==> src/rtl/uart_rx_fifo_if.sv <==
// -----------------------------------------------------------------------------
// uart_rx_fifo_if
// Bundles the receiver-side capture signals and the consumer-side
// first-word-fall-through port of uart_rx_fifo.
//
// Optional feature macro: UART_RX_FIFO_DROP_ERR_EN (adds err_drop_cnt).
//
// Signals:
//   rx_ready / rx_error / rx_data : frame strobe, parity flag and payload from uart_rx
//   out_valid / out_ready         : head-entry handshake
//   out_data / out_error          : head-entry payload and parity flag
//   count                         : number of stored entries
//   overflow / clear_overflow     : sticky drop flag and its synchronous clear
//   err_drop_cnt                  : (macro only) saturating count of dropped errored frames
//
// Modports:
//   slave  - the FIFO side
//   master - the environment driving the receiver and consumer side
// -----------------------------------------------------------------------------
`ifndef DATA_LENGTH
`define DATA_LENGTH 8
`endif

interface uart_rx_fifo_if #(
  parameter int DATA_LENGTH = `DATA_LENGTH,
  parameter int DEPTH       = 16
);
  localparam int CW = $clog2(DEPTH + 1);

  logic                   rx_ready;
  logic                   rx_error;
  logic [DATA_LENGTH-1:0] rx_data;
  logic                   out_valid;
  logic                   out_ready;
  logic [DATA_LENGTH-1:0] out_data;
  logic                   out_error;
  logic [CW-1:0]          count;
  logic                   overflow;
  logic                   clear_overflow;
`ifdef UART_RX_FIFO_DROP_ERR_EN
  logic [7:0]             err_drop_cnt;
`endif

  modport slave (
    input  rx_ready, rx_error, rx_data, out_ready, clear_overflow,
    output out_valid, out_data, out_error, count, overflow
`ifdef UART_RX_FIFO_DROP_ERR_EN
    , output err_drop_cnt
`endif
  );

  modport master (
    output rx_ready, rx_error, rx_data, out_ready, clear_overflow,
    input  out_valid, out_data, out_error, count, overflow
`ifdef UART_RX_FIFO_DROP_ERR_EN
    , input err_drop_cnt
`endif
  );
endinterface

==> src/rtl/uart_rx_fifo.sv <==
// -----------------------------------------------------------------------------
// uart_rx_fifo
// Frame buffer behind uart_rx. Every rising edge of rx_ready captures
// {rx_error, rx_data} into a DEPTH-entry circular buffer; the oldest entry is
// presented on a first-word-fall-through valid/ready port. A frame arriving
// while the buffer is full (and no pop frees a slot in the same cycle) is
// discarded and sets the sticky overflow flag.
//
// Optional feature macro: UART_RX_FIFO_DROP_ERR_EN
//   defined   : errored frames are discarded and counted in err_drop_cnt
//               (saturating at 255); out_error is tied low.
//   undefined : errored frames are stored with their error flag.
//
// Ports:
//   sysclk : system clock, rising edge
//   reset  : asynchronous active-high reset
//   bus    : uart_rx_fifo_if.slave (see interface header for signal list)
// -----------------------------------------------------------------------------
`ifndef DATA_LENGTH
`define DATA_LENGTH 8
`endif

module uart_rx_fifo #(
  parameter int DATA_LENGTH = `DATA_LENGTH,
  parameter int DEPTH       = 16
) (
  input  logic           sysclk,
  input  logic           reset,
  uart_rx_fifo_if.slave  bus
);

  localparam int AW = $clog2(DEPTH);
  localparam int CW = $clog2(DEPTH + 1);
  localparam int EW = DATA_LENGTH + 1;

  // Storage: {error, data}; intentionally not reset
  logic [EW-1:0] r_mem [DEPTH];

  logic [AW-1:0] r_wr_ptr;
  logic [AW-1:0] r_rd_ptr;
  logic [CW-1:0] r_count;
  logic          r_overflow;
  logic          r_rx_ready_q;

  logic          w_wr_req;
  logic          w_wr_frame;
  logic          w_full;
  logic          w_valid;
  logic          w_rd;
  logic          w_wr_acc;
  logic          w_wr_rej;
  logic [EW-1:0] w_head;

  // A level held high yields a single request
  assign w_wr_req = bus.rx_ready & ~r_rx_ready_q;

`ifdef UART_RX_FIFO_DROP_ERR_EN
  logic       w_err_drop;
  logic [7:0] r_err_drop_cnt;

  assign w_err_drop = w_wr_req & bus.rx_error;
  assign w_wr_frame = w_wr_req & ~bus.rx_error;
`else
  assign w_wr_frame = w_wr_req;
`endif

  assign w_full  = (r_count == CW'(DEPTH));
  assign w_valid = (r_count != {CW{1'b0}});
  assign w_rd    = w_valid & bus.out_ready;

  // A pop in the same cycle frees the slot a full buffer needs
  assign w_wr_acc = w_wr_frame & (~w_full | w_rd);
  assign w_wr_rej = w_wr_frame & w_full & ~w_rd;

  assign w_head = r_mem[r_rd_ptr];

  // Memory write port
  always_ff @(posedge sysclk) begin
    if (w_wr_acc) begin
      r_mem[r_wr_ptr] <= {bus.rx_error, bus.rx_data};
    end
  end

  // Edge detector, pointers, occupancy and sticky overflow
  always_ff @(posedge sysclk or posedge reset) begin
    if (reset) begin
      r_rx_ready_q <= 1'b1;  // a high rx_ready across reset release is not a new frame
      r_wr_ptr     <= {AW{1'b0}};
      r_rd_ptr     <= {AW{1'b0}};
      r_count      <= {CW{1'b0}};
      r_overflow   <= 1'b0;
    end else begin
      r_rx_ready_q <= bus.rx_ready;

      if (w_wr_acc) begin
        r_wr_ptr <= r_wr_ptr + AW'(1);
      end

      if (w_rd) begin
        r_rd_ptr <= r_rd_ptr + AW'(1);
      end

      case ({w_wr_acc, w_rd})
        2'b10:   r_count <= r_count + CW'(1);
        2'b01:   r_count <= r_count - CW'(1);
        default: r_count <= r_count;
      endcase

      // Set has priority over clear
      if (w_wr_rej) begin
        r_overflow <= 1'b1;
      end else if (bus.clear_overflow) begin
        r_overflow <= 1'b0;
      end
    end
  end

`ifdef UART_RX_FIFO_DROP_ERR_EN
  // Saturating count of discarded errored frames
  always_ff @(posedge sysclk or posedge reset) begin
    if (reset) begin
      r_err_drop_cnt <= 8'd0;
    end else if (w_err_drop && (r_err_drop_cnt != 8'd255)) begin
      r_err_drop_cnt <= r_err_drop_cnt + 8'd1;
    end
  end

  assign bus.err_drop_cnt = r_err_drop_cnt;
  assign bus.out_error    = 1'b0;
`else
  assign bus.out_error    = w_head[DATA_LENGTH];
`endif

  assign bus.out_valid = w_valid;
  assign bus.out_data  = w_head[DATA_LENGTH-1:0];
  assign bus.count     = r_count;
  assign bus.overflow  = r_overflow;

endmodule

==> src/flat_wrapper.sv <==
// flat-port wrapper written by rule: the top's interface ports become plain ports
module uart_rx_fifo_flat 
#(
  parameter int DATA_LENGTH = `DATA_LENGTH,
  parameter int DEPTH       = 16
)
  (sysclk, reset, bus_rx_ready, bus_rx_error, bus_rx_data, bus_out_ready, bus_clear_overflow, bus_out_valid, bus_out_data, bus_out_error, bus_count, bus_overflow);
  uart_rx_fifo_if #(.DATA_LENGTH(DATA_LENGTH), .DEPTH(DEPTH)) bus_i ();
  input  logic sysclk;
  input  logic reset;
  input wire logic [$bits(bus_i.rx_ready)-1:0] bus_rx_ready;
  input wire logic [$bits(bus_i.rx_error)-1:0] bus_rx_error;
  input wire logic [$bits(bus_i.rx_data)-1:0] bus_rx_data;
  input wire logic [$bits(bus_i.out_ready)-1:0] bus_out_ready;
  input wire logic [$bits(bus_i.clear_overflow)-1:0] bus_clear_overflow;
  output wire logic [$bits(bus_i.out_valid)-1:0] bus_out_valid;
  output wire logic [$bits(bus_i.out_data)-1:0] bus_out_data;
  output wire logic [$bits(bus_i.out_error)-1:0] bus_out_error;
  output wire logic [$bits(bus_i.count)-1:0] bus_count;
  output wire logic [$bits(bus_i.overflow)-1:0] bus_overflow;
  assign bus_i.rx_ready = bus_rx_ready;
  assign bus_i.rx_error = bus_rx_error;
  assign bus_i.rx_data = bus_rx_data;
  assign bus_i.out_ready = bus_out_ready;
  assign bus_i.clear_overflow = bus_clear_overflow;
  assign bus_out_valid = bus_i.out_valid;
  assign bus_out_data = bus_i.out_data;
  assign bus_out_error = bus_i.out_error;
  assign bus_count = bus_i.count;
  assign bus_overflow = bus_i.overflow;
  uart_rx_fifo #(.DATA_LENGTH(DATA_LENGTH), .DEPTH(DEPTH)) u_core (.sysclk(sysclk), .reset(reset), .bus(bus_i));
endmodule
==> config.mk <==
export PLATFORM = sky130hd
export DESIGN_NAME = uart_rx_fifo_flat
export DESIGN_NICKNAME = d
export VERILOG_FILES = /design/src/rtl/uart_rx_fifo_if.sv /design/src/rtl/uart_rx_fifo.sv /design/src/flat_wrapper.sv
export SDC_FILE = /design/constraint.sdc
export NUM_CORES = 1
export LEC_CHECK = 0
export CORE_MARGIN = 2
export CORE_UTILIZATION = 50
export CTS_CLUSTER_DIAMETER = 40
export DETAILED_ROUTE_END_ITERATION = 7
export GPL_TIMING_DRIVEN = 0
export HOLD_SLACK_MARGIN = 0.03
export PLACE_DENSITY = 0.68
export SYNTH_ARGS = -nofsm -noshare
export SYNTH_HDL_FRONTEND = slang
export SYNTH_SLANG_ARGS = --single-unit
==> constraint.sdc <==
create_clock -name sysclk -period 4.07 [get_ports sysclk]
set_input_delay 0.6105 -clock sysclk [delete_from_list [all_inputs] [get_ports sysclk]]
set_output_delay 0.6105 -clock sysclk [all_outputs]
set_load 0.05 [all_outputs]
==> reports/qor.yml, run 1 <==
status: "finished, final reports clean"
grt_pass1_wl_mm: 18.53
drt_iter0_drc: 232
slowest_delay_ns: 0.71
crit_path_start_kind: "register"
floorplan.initialDensity_pct: 51.00
cts_htree_levels: 4
most_area_hungry_cell_type_in_the_yosys_netlist: "sky130_fd_sc_hd__edfxtp_1"
cell_area_after_synthesis_mm2: 0.006384
required_ns: 3.46
yosys.cell_types.count: 40
grt.overflow.total: 0
path_max_fanout: 10
drive_gt1_share_pct: 18.02
hold_path.class: "reg2reg"
finalNetCount: 401
worst_skew_pair.late_latency_ns: 0.41
vias_in_the_first_global_route: 3194
yosys_register_bits: 159
antenna_violating_nets_post_route: 0
routed-via-count: 3148
die_x_um: 117.0
fin_skew_ns: 0.008580
design.die.area_mm2: 0.01369
avgSynthCellArea_um2: 19.11
hold_viol_final: 0
coreArea_mm2: 0.01252
critPathKind: "reg2out"
synth_top_area_share_pct: 67.74
clk_pin_slew_worst_paths_ns: 0.06
critPathLaunch: "u_core.r_rd_ptr[0]"
synth_top_flop_cell: "sky130_fd_sc_hd__edfxtp_1"
p_per_area_mw_per_mm2: 737.8
setup_total_negative_slack_ns: 0
number_of_flops_mapped_to_enable_cells_by_yosys: 144
placement_rows: 41
synth-warning-count: 0
yosys-top-cells-area: "sky130_fd_sc_hd__edfxtp_1 (68%), sky130_fd_sc_hd__mux4_2 (13%), sky130_fd_sc_hd__dfrtp_1 (5.5%), sky130_fd_sc_hd__a22oi_1 (2.1%), sky130_fd_sc_hd__and2_1 (1.3%)"
stdcell_area_mm2: 0.007467
ioPinCount: 30
critical-path-top-cell-by-count: "sky130_fd_sc_hd__buf_2"
path_cells: "buf_2 -> buf_2 -> mux4_2 -> a22oi_1 -> nand2_1 -> clkdlybuf4s50_1"
routed_wire_length_per_instance_um: 21.37
critical_path.reg2reg.startpoint: "u_core.bus.count[3]"
area_growth_pct: 16.97
cpMaxStageDelayCell: "sky130_fd_sc_hd__clkdlybuf4s50_1"
detailedRoute.firstPassIterationCount: 4
root_buffer_master: "sky130_fd_sc_hd__clkbuf_16"
floorplan.die.height_um: 117.0
route.detailed.drc: 0
area_occupied_by_multi_input_gates_mm2: 0.001569
fmax_mhz: 256.0
timing_worst_slew_pin_value_ns: 0.8560
cts_tree: "built"
grt_max_degree: 17
synthesis.instances: 334
per_cell_via_count_in_the_routed_design: 5.562
beginning_of_the_worst_hold_path: "u_core.r_wr_ptr[3]"
overall_track_demand_over_capacity_in_global_routing_pct: 19.40
n_antenna_cell: 0
final.min_clock_period_ns: 3.907
place_inst: 534
worst_ir_drop_on_vdd_mv: 0.4035
final_cells: 566
mappedNetlistNets: 354
dp_hpwl_mm: 7.897
timing.critical_path.max_delay_family: "buffers and inverters"
path_buf_inv: 3
clock_path_buffers: 2
postCtsSetupRepairBufs: 0
globalplace.congestion: 0.8692
num-fill-cells: 942
routed_wirelength_mm: 12.09
antenna_found_initial: 0
critical_path.endpoint_type: "primary output"
worst-endpoint-arrival_ns: 3.30
sink_count_of_the_clock_tree: 159
place.port_buffers: 28
drv.max_cap_violation_count: 0
timing_max_transition_violations_final: 0
final.period_utilization_pct: 95.99
slew_headroom_pct: 42.72
rsz0062_at_grt: "no"
synth_async_sr_flop_share_pct: 9.434
finalSetupViolations: 0
p_leak_nw: 2.456
synth.yosys.seq_area_share_pct: 73.64
cts_buffers: 17
postPlaceCellArea_mm2: 0.006879
register_area_mm2: 0.004701
-- sequential cells by signal, summed over array words and instances, names as in the netlist --
register	cells
u_core.bus.count	5
u_core.r_rx_ready_q	1
u_core.r_rd_ptr	4
u_core.bus.overflow	1
u_core.r_mem	144
u_core.r_wr_ptr	4
-- routing by layer --
metal | part of all wire [%] | vias to the layer above | GRT usage, %
li1 | - | 1432 | -
met1 | 44 | 1603 | 28.06
met2 | 49 | 97 | 29.60
met3 | 4.9 | 16 | 3.450
met4 | 2.0 | 0 | 8.392
met5 | 0 | - | 0
-- area by class of cell --
| type | instances | area share, % |
|---|---|---|
| Sequential cell | 159 | 62.95 |
| Multi-Input combinational cell | 148 | 21.01 |
| Clock buffer | 21 | 5.898 |
| Timing Repair Buffer | 28 | 3.753 |
| Tap cell | 172 | 2.882 |
| Clock inverter | 11 | 1.877 |
| Buffer | 16 | 1.072 |
| Inverter | 11 | 0.5529 |
-- kinds of logic (layout without fill, tap and decap cells) --
group	after synthesis	count (layout)	share of synthesized area, %
flops	159	159	73.64
simple gates	62	62	5.174
mux	40	40	13.43
compound gates	31	31	3.567
buf+inv	27	87	1.784
xor+xnor	9	9	1.235
fa+ha+maj	6	6	1.176
-- stage by stage --
stage               hold WS [ns]  total power, mW  setup WS [ns]  util (%)
floorplan                 0.4897            3.398          1.398         -
global placement          0.5124            3.966         0.3825     54.96
detailed placement        0.5308            4.001         0.3857     54.96
CTS                       0.5353            5.547        0.09612     59.61
global route              0.5838            5.747      0.0008074     59.66
finish                    0.5376            5.509         0.1631     59.66
-- worst register-to-register path: cells and delay by family (launching register included) --
| kind | cells | cell delay, ns |
|---|---|---|
| simple gates | 4 | 0.77 |
| compound gates | 2 | 0.49 |
| flops | 1 | 0.38 |
| buf+inv | 2 | 0.37 |
| xor+xnor | 2 | 0.28 |
| fa+ha+maj | 1 | 0.24 |
-- Yosys cell counts, types with 4 or more instances --
library cell / instances
sky130_fd_sc_hd__inv_1: 11
sky130_fd_sc_hd__edfxtp_1: 144
sky130_fd_sc_hd__nor2b_1: 4
sky130_fd_sc_hd__buf_2: 4
sky130_fd_sc_hd__clkbuf_1: 7
sky130_fd_sc_hd__nand2_1: 16
sky130_fd_sc_hd__xnor2_1: 7
sky130_fd_sc_hd__ha_1: 6
sky130_fd_sc_hd__dfrtp_1: 14
sky130_fd_sc_hd__mux4_2: 36
sky130_fd_sc_hd__nand3_1: 6
sky130_fd_sc_hd__a22oi_1: 18
sky130_fd_sc_hd__buf_1: 4
sky130_fd_sc_hd__and2_1: 13
sky130_fd_sc_hd__nor2_1: 11
-- what timing repair did --
action / 4_1_cts / 5_1_grt
hold buffers: 0 / 0
endpoints found under the setup margin: 2 / 1
gates resized for setup: 1 / 2
-- power breakdown --
part	switching [mW]	total, mW	internal, mW
combinational	1.15	1.92	0.767
sequential	0.113	2.04	1.92
clock	0.590	1.55	0.960
total	1.86	5.51	3.65
-- worst paths after layout --
check                                 endpoint  slack [ns]  cells past startpoint
setup / recovery               bus_out_data[2]        0.16                      6
hold / removal              u_core.r_wr_ptr[3]        0.54                      1
setup reg to reg           u_core.bus.count[2]        1.42                     11
hold reg to reg             u_core.r_wr_ptr[3]        0.54                      1
max in group asynchronous   u_core.r_rd_ptr[0]        3.13                      2
min in group asynchronous  u_core.bus.count[2]        0.56                      2
-- cells in the final DEF (no fill, tap or decap), drive strengths merged, types with 4 or more instances in the layout --
cell type / netlist / layout
inv: 11 / 12
and2: 13 / 13
clkinvlp: 0 / 4
o21ai: 4 / 4
nand2: 16 / 16
buf: 9 / 9
nand3: 6 / 6
clkdlybuf4s50: 0 / 28
dfrtp: 14 / 14
ha: 6 / 6
clkbuf: 7 / 27
a22oi: 18 / 18
nor2b: 4 / 4
mux4: 36 / 36
xnor2: 7 / 7
nor2: 11 / 11
edfxtp: 144 / 144
(Power assumes the default switching activity.)
==> run 2: changes to the inputs <==
- CTS_CLUSTER_SIZE: default -> 16
- PLACE_DENSITY: 0.68 -> 0.71
- clock period: 4.07 -> 3.2 ns (I/O delays scaled with it)
==> reports/qor.yml, run 2 (synthesis gave the netlist of run 1 again) <==
drive_gt1_share_pct: 21.83  # +3.8 points
timing_worst_slew_pin_value_ns: 0.9146  # +0.05855 ns
worst_ir_drop_on_vdd_mv: 0.5154  # +28%
vias_in_the_first_global_route: 3220  # +0.81%
hold_path.class: "in2async"
drv.max_cap_violation_count: 0  # unchanged
per_cell_via_count_in_the_routed_design: 5.739  # +3.2%
path_max_fanout: 10  # unchanged
timing.critical_path.max_delay_family: "buffers and inverters"
cts_buffers: 17  # unchanged
num-fill-cells: 936  # -0.64%
place_inst: 534  # unchanged
worst_skew_pair.late_latency_ns: 0.42  # about the same
area_growth_pct: 17.19
power_frac_clock_pct: 29.7  # +1.6 points
power.switching_mw: 2.406  # +30%
grt_pass1_wl_mm: 18.90  # +2.0%
power.combinational.fraction_pct: 33.6  # -1.3 points
largest_register_ff_count: 144  # unchanged
path_cells: "buf_4 -> buf_6 -> mux4_2 -> a22oi_1 -> nand2_1 -> dlygate4sd2_1"
swShare_pct: 34.16  # +0.44 points
final.period_utilization_pct: 96.11
final_common_cell: "sky130_fd_sc_hd__edfxtp_1"
coreArea_mm2: 0.01252  # unchanged
overall_track_demand_over_capacity_in_global_routing_pct: 19.74  # +0.33 points
routed_wirelength_mm: 12.28  # +1.6%
root_buffer_master: "sky130_fd_sc_hd__clkbuf_16"
area_occupied_by_multi_input_gates_mm2: 0.001569  # unchanged
rsz0062_at_grt: "no"
cts_tree: "built"
dpl_worst_slack_ns: -0.2841  # -0.6698 ns
n_antenna_cell: 0  # unchanged
seq_power_share_pct: 36.7  # -0.3 points
route.detailed.drc: 0  # unchanged
floorplan.initialDensity_pct: 51.00  # unchanged
detailedRoute.firstPassIterationCount: 5  # +1
final_cells: 566  # unchanged
grt_max_degree: 17  # unchanged
layout_common_cells: "sky130_fd_sc_hd__edfxtp_1 (144), sky130_fd_sc_hd__mux4_2 (36), sky130_fd_sc_hd__clkdlybuf4s50_1 (19)"
antenna_violating_nets_post_route: 0  # unchanged
critical_path.endpoint_type: "primary output"
die_x_um: 117.0  # unchanged
sink_count_of_the_clock_tree: 159  # unchanged
cpMaxStageDelayCell: "sky130_fd_sc_hd__mux4_2"
slowest_delay_ns: 0.52  # -0.19 ns
path_buf_inv: 3  # unchanged
register_area_mm2: 0.004701  # unchanged
p_leak_nw: 2.497  # +1.7%
setup_slack_ns: 0.1246  # -0.03853 ns
finalSetupViolations: 0  # unchanged
final.min_clock_period_ns: 3.075
cts_htree_levels: 4  # unchanged
floorplan.die.height_um: 117.0  # unchanged
globalplace.congestion: 0.8645  # -0.54%
dp_hpwl_mm: 7.955  # +0.74%
routed-via-count: 3248  # +3.2%
grt.overflow.total: 0  # unchanged
antenna_found_initial: 0  # unchanged
worst-endpoint-arrival_ns: 2.60  # -0.70 ns
slew_headroom_pct: 38.80  # -3.9 points
clock_path_buffers: 2  # unchanged
crit_path_start_kind: "register"
p_per_area_mw_per_mm2: 941.7  # +28%
hold_buffers: 0  # unchanged
fin_skew_ns: 0.005658  # -0.002922 ns
critPathKind: "reg2out"
placement_rows: 41  # unchanged
routed_wire_length_per_instance_um: 21.70  # +1.6%
status: "finished, final reports clean"
internal_power_mw: 4.639  # +27%
clk_pin_slew_worst_paths_ns: 0.06  # about the same
ioPinCount: 30  # unchanged
design.die.area_mm2: 0.01369  # unchanged
hold_viol_final: 0  # unchanged
largest_register: "u_core.r_mem"
fmax_mhz: 325.2
drt_iter0_drc: 247  # +6.5%
place.port_buffers: 28  # unchanged
timing_max_transition_violations_final: 0  # unchanged
finalNetCount: 401  # unchanged
required_ns: 2.72  # -0.74 ns
==> run 2: cell types whose count changed in the layout (fill, tap and decap cells not counted), moves of 2 or more <==
cell                              change
sky130_fd_sc_hd__clkdlybuf4s50_1      -9
sky130_fd_sc_hd__clkbuf_2             +8
sky130_fd_sc_hd__clkbuf_1             -3
sky130_fd_sc_hd__buf_1                -2
sky130_fd_sc_hd__buf_6                +2
sky130_fd_sc_hd__clkinv_1             -2
sky130_fd_sc_hd__clkinv_2             +2
sky130_fd_sc_hd__dlygate4sd2_1        +2
==> run 2: final cells by class <==
cell class	count	area share, %
Inverter	11	0.5519
Timing Repair Buffer	28	3.245
Sequential cell	159	62.84
Tap cell	172	2.877
Clock buffer	18	5.737
Multi-Input combinational cell	148	20.97
Clock inverter	14	2.542
Buffer	16	1.238
==> run 2: routing by layer <==
metal	GRT usage, %	vias up	share of wire (%)
met5	0	-	0
met3	4.171	25	5.0
li1	-	1434	-
met1	28.52	1678	44
met2	29.44	111	48
met4	8.863	0	2.9
==> run 2: power by group through the flow <==
stage / Sequential [mW] / Clock, mW / Combinational (mW)
CTS: 2.59 / 2.11 / 2.40
detailed placement: 2.62 / 0 / 2.46
global placement: 2.61 / 0 / 2.42
global route: 2.61 / 2.20 / 2.52
floorplan: 2.69 / 0 / 1.63
finish: 2.59 / 2.09 / 2.37
==> run 2: stage by stage <==
step           util (%)  TNS (ns)  total power [mW]  cell area, µm²  hold WS (ns)
3_5_place_dp      54.96    -1.787             5.082            6879        0.5373
4_1_cts           59.95         0             7.102            7503        0.4347
2_1_floorplan         -         0             4.322            6384        0.3808
3_3_place_gp      54.96    -1.504             5.033            6879        0.5145
5_1_grt           59.77         0             7.330            7481        0.5094
6_report          59.77         0             7.045            7481        0.4207
==> run 2: worst paths after layout <==
check	slack, ns	startpoint	to	depth (start not counted)
max	0.12	u_core.r_rd_ptr[0]	bus_out_error	6
min	0.42	reset	u_core.r_wr_ptr[3]	2
max reg2reg	0.58	u_core.bus.count[1]	u_core.bus.count[2]	10
min reg2reg	0.54	u_core.r_wr_ptr[3]	u_core.r_wr_ptr[3]	1
max in group asynchronous	2.40	reset	u_core.bus.count[3]	2
min in group sysclk	0.49	bus_out_ready	u_core.r_rd_ptr[2]	3
==> run 2: timing repair <==
| action | in CTS | in global routing |
|---|---|---|
| gates cloned | 0 | 0 |
| endpoints found under the hold margin | 0 | 0 |
| resized for setup | 17 | 15 |
| setup buffers | 0 | 0 |
| setup endpoints to repair | 9 | 8 |
==> run 3: changes to the inputs <==
- CELL_PAD_IN_SITES_DETAIL_PLACEMENT: default -> 1
- CELL_PAD_IN_SITES_GLOBAL_PLACEMENT: default -> 2
- CORE_UTILIZATION: 50 -> 44
- CTS_BUF_LIST: default -> sky130_fd_sc_hd__clkbuf_8
- PLACE_DENSITY: 0.71 -> default
- PLACE_DENSITY_LB_ADDON: default -> 0.1
==> reports/qor.yml, run 3 (synthesis gave the netlist of run 1 again) <==
critical-path-top-cell-by-count: "sky130_fd_sc_hd__buf_6"
path_buf_inv: 3  # unchanged
cts_tree: "built"
area_growth_pct: 14.80
per_cell_via_count_in_the_routed_design: 5.571  # -2.9%
path_cells: "buf_6 -> buf_6 -> mux4_2 -> a22oi_1 -> nand2_1 -> clkdlybuf4s15_2"
power.switching_mw: 2.412  # +0.22%
critPathKind: "reg2out"
timing.critical_path.max_delay_family: "buffers and inverters"
worst_hold_slack_ns: 0.4152  # -0.005527 ns
seq_power_share_pct: 39.3  # +2.6 points
place.port_buffers: 28  # unchanged
cpMaxStageDelayCell: "sky130_fd_sc_hd__mux4_2"
status: "finished, final reports clean"
clock_path_buffers: 2  # unchanged
power.combinational.fraction_pct: 38.3  # +4.7 points
final.min_clock_period_ns: 3.077  # +0.001976 ns
die_x_um: 124.5  # +6.4%
route.detailed.drc: 0  # unchanged
slowest_delay_ns: 0.56  # +0.04 ns
fmax_mhz: 325.0  # about the same
antenna_found_initial: 0  # unchanged
slew_headroom_pct: 38.53  # -0.27 points
floorplan.initialDensity_pct: 44.43  # -6.6 points
hold_buffers: 0  # unchanged
worst_ir_drop_on_vdd_mv: 0.3510  # -32%
drive_gt1_share_pct: 21.57  # -0.25 points
timing_max_transition_violations_final: 0  # unchanged
internal_power_mw: 4.175  # -10%
root_buffer_master: "sky130_fd_sc_hd__clkbuf_8"
cts_buffers: 17  # unchanged
placement_rows: 44  # +7.3%
final_cells: 578  # +2.1%
antenna_violating_nets_post_route: 0  # unchanged
detailedRoute.firstPassIterationCount: 4  # -1
p_per_area_mw_per_mm2: 898.9  # -4.6%
p_leak_nw: 2.439  # -2.3%
vias_in_the_first_global_route: 3560  # +11%
design_power_total_mw: 6.587  # -6.5%
routed-via-count: 3220  # -0.86%
dp_hpwl_mm: 9.151  # +15%
worst_skew_pair.late_latency_ns: 0.45  # +0.03 ns
clk_pin_slew_worst_paths_ns: 0.08  # +0.02 ns
floorplan.die.height_um: 124.5  # +6.4%
rsz0062_at_grt: "no"
globalplace.congestion: 0.7820  # -9.5%
hold_path.class: "in2async"
layout_common_cells: "sky130_fd_sc_hd__edfxtp_1 (144), sky130_fd_sc_hd__mux4_2 (36), sky130_fd_sc_hd__clkbuf_8 (18), sky130_fd_sc_hd__clkdlybuf4s50_1 (18), sky130_fd_sc_hd__inv_1 (17)"
num-fill-cells: 1312  # +40%
power_frac_clock_pct: 22.4  # -7.3 points
crit_path_start_kind: "register"
timing_worst_slew_pin_value_ns: 0.9186  # +0.004015 ns
postCtsSetupRepairBufs: 0  # unchanged
grt_max_degree: 17  # unchanged
final.period_utilization_pct: 96.17  # about the same
sink_count_of_the_clock_tree: 159  # unchanged
critical_path.endpoint_type: "primary output"
largest_register: "u_core.r_mem"
place_inst: 546  # +2.2%
grt_pass1_wl_mm: 21.68  # +15%
worst-endpoint-arrival_ns: 2.60  # about the same
routed_wirelength_mm: 13.97  # +14%
coreArea_mm2: 0.01437  # +15%
required_ns: 2.72  # about the same
final_common_cell: "sky130_fd_sc_hd__edfxtp_1"
grt.overflow.total: 0  # unchanged
drt_iter0_drc: 317  # +28%
largest_register_ff_count: 144  # unchanged
design.die.area_mm2: 0.01549  # +13%
hold_viol_final: 0  # unchanged
finalSetupViolations: 0  # unchanged
ioPinCount: 30  # unchanged
cts_htree_levels: 4  # unchanged
finalNetCount: 401  # unchanged
drv.max_cap_violation_count: 0  # unchanged
overall_track_demand_over_capacity_in_global_routing_pct: 19.32  # -0.41 points
swShare_pct: 36.61  # +2.5 points
n_antenna_cell: 0  # unchanged
fin_skew_ns: 0.01186  # +0.006206 ns
setup_total_negative_slack_ns: 0  # unchanged
routed_wire_length_per_instance_um: 24.17  # +11%
path_max_fanout: 10  # unchanged
run 3: what timing repair did:
action                                 in CTS  in global routing
pin swaps                                   0                  0
endpoints found under the hold margin       0                  0
setup endpoints to repair                   9                  8
resized for setup                          32                  7
run 3: worst register-to-register path, cell delays in order (launching register included):
cell and delay (ns):
sky130_fd_sc_hd__dfrtp_1 0.47, sky130_fd_sc_hd__or4_1 0.52, sky130_fd_sc_hd__buf_2 0.18, sky130_fd_sc_hd__o21ai_2 0.28, sky130_fd_sc_hd__nor2_1 0.10, sky130_fd_sc_hd__xor2_1 0.15, sky130_fd_sc_hd__ha_1 0.24, sky130_fd_sc_hd__nor2_1 0.15
sky130_fd_sc_hd__nand3_1 0.10, sky130_fd_sc_hd__o22a_1 0.21, sky130_fd_sc_hd__xnor2_1 0.12
run 3: worst paths after layout:
kind                       slack, ns  cells after the start           startpoint                   to
min in group sysclk             0.46                      3        bus_out_ready   u_core.r_rd_ptr[2]
min                             0.42                      2                reset  u_core.bus.count[0]
max                             0.12                      6   u_core.r_rd_ptr[0]      bus_out_data[7]
max in group asynchronous       2.37                      2                reset  u_core.bus.count[1]
max reg2reg                     0.55                     10  u_core.bus.count[1]  u_core.bus.count[2]
min reg2reg                     0.55                      1   u_core.r_wr_ptr[3]   u_core.r_wr_ptr[3]
run 3: final cells by class:
class,instances,area (µm²),share of cell area (%)
Clock inverter,14,141.4,1.929
Sequential cell,159,4701,64.15
Tap cell,184,230.2,3.142
Clock buffer,18,247.7,3.381
Inverter,11,41.29,0.5634
Multi-Input combinational cell,148,1584,21.62
Buffer,16,102.6,1.400
Timing Repair Buffer,28,280.3,3.824
run 3: per-layer routing:
metal | wire length (µm) | global-route usage, % | part of all wire [%] | vias to the layer above
met3 | 532 | 4.682 | 3.8 | 18
met1 | 6613 | 27.70 | 47 | 1712
li1 | - | - | - | 1425
met4 | 310 | 7.601 | 2.2 | 0
met2 | 6514 | 28.80 | 47 | 65
met5 | 0 | 0 | 0 | -
run 3: stage by stage:
stage          cell area, µm²  worst slack [ns]  utilization, %
6_report                 7328            0.1226           51.00
3_3_place_gp             6894           -0.3778           47.98
2_1_floorplan            6384            0.5276               -
5_1_grt                  7328          0.002872           51.00
4_1_cts                  7318          0.003931           50.93
3_5_place_dp             6894           -0.3888           47.98
run 3: power by group through the flow:
| stage | Combinational (mW) | Sequential (mW) | Clock (mW) |
|---|---|---|---|
| 3_5_place_dp | 2.55 | 2.63 | 0 |
| 3_3_place_gp | 2.52 | 2.63 | 0 |
| 6_report | 2.52 | 2.59 | 1.48 |
| 2_1_floorplan | 1.63 | 2.69 | 0 |
| 4_1_cts | 2.55 | 2.59 | 1.50 |
| 5_1_grt | 2.70 | 2.62 | 1.59 |
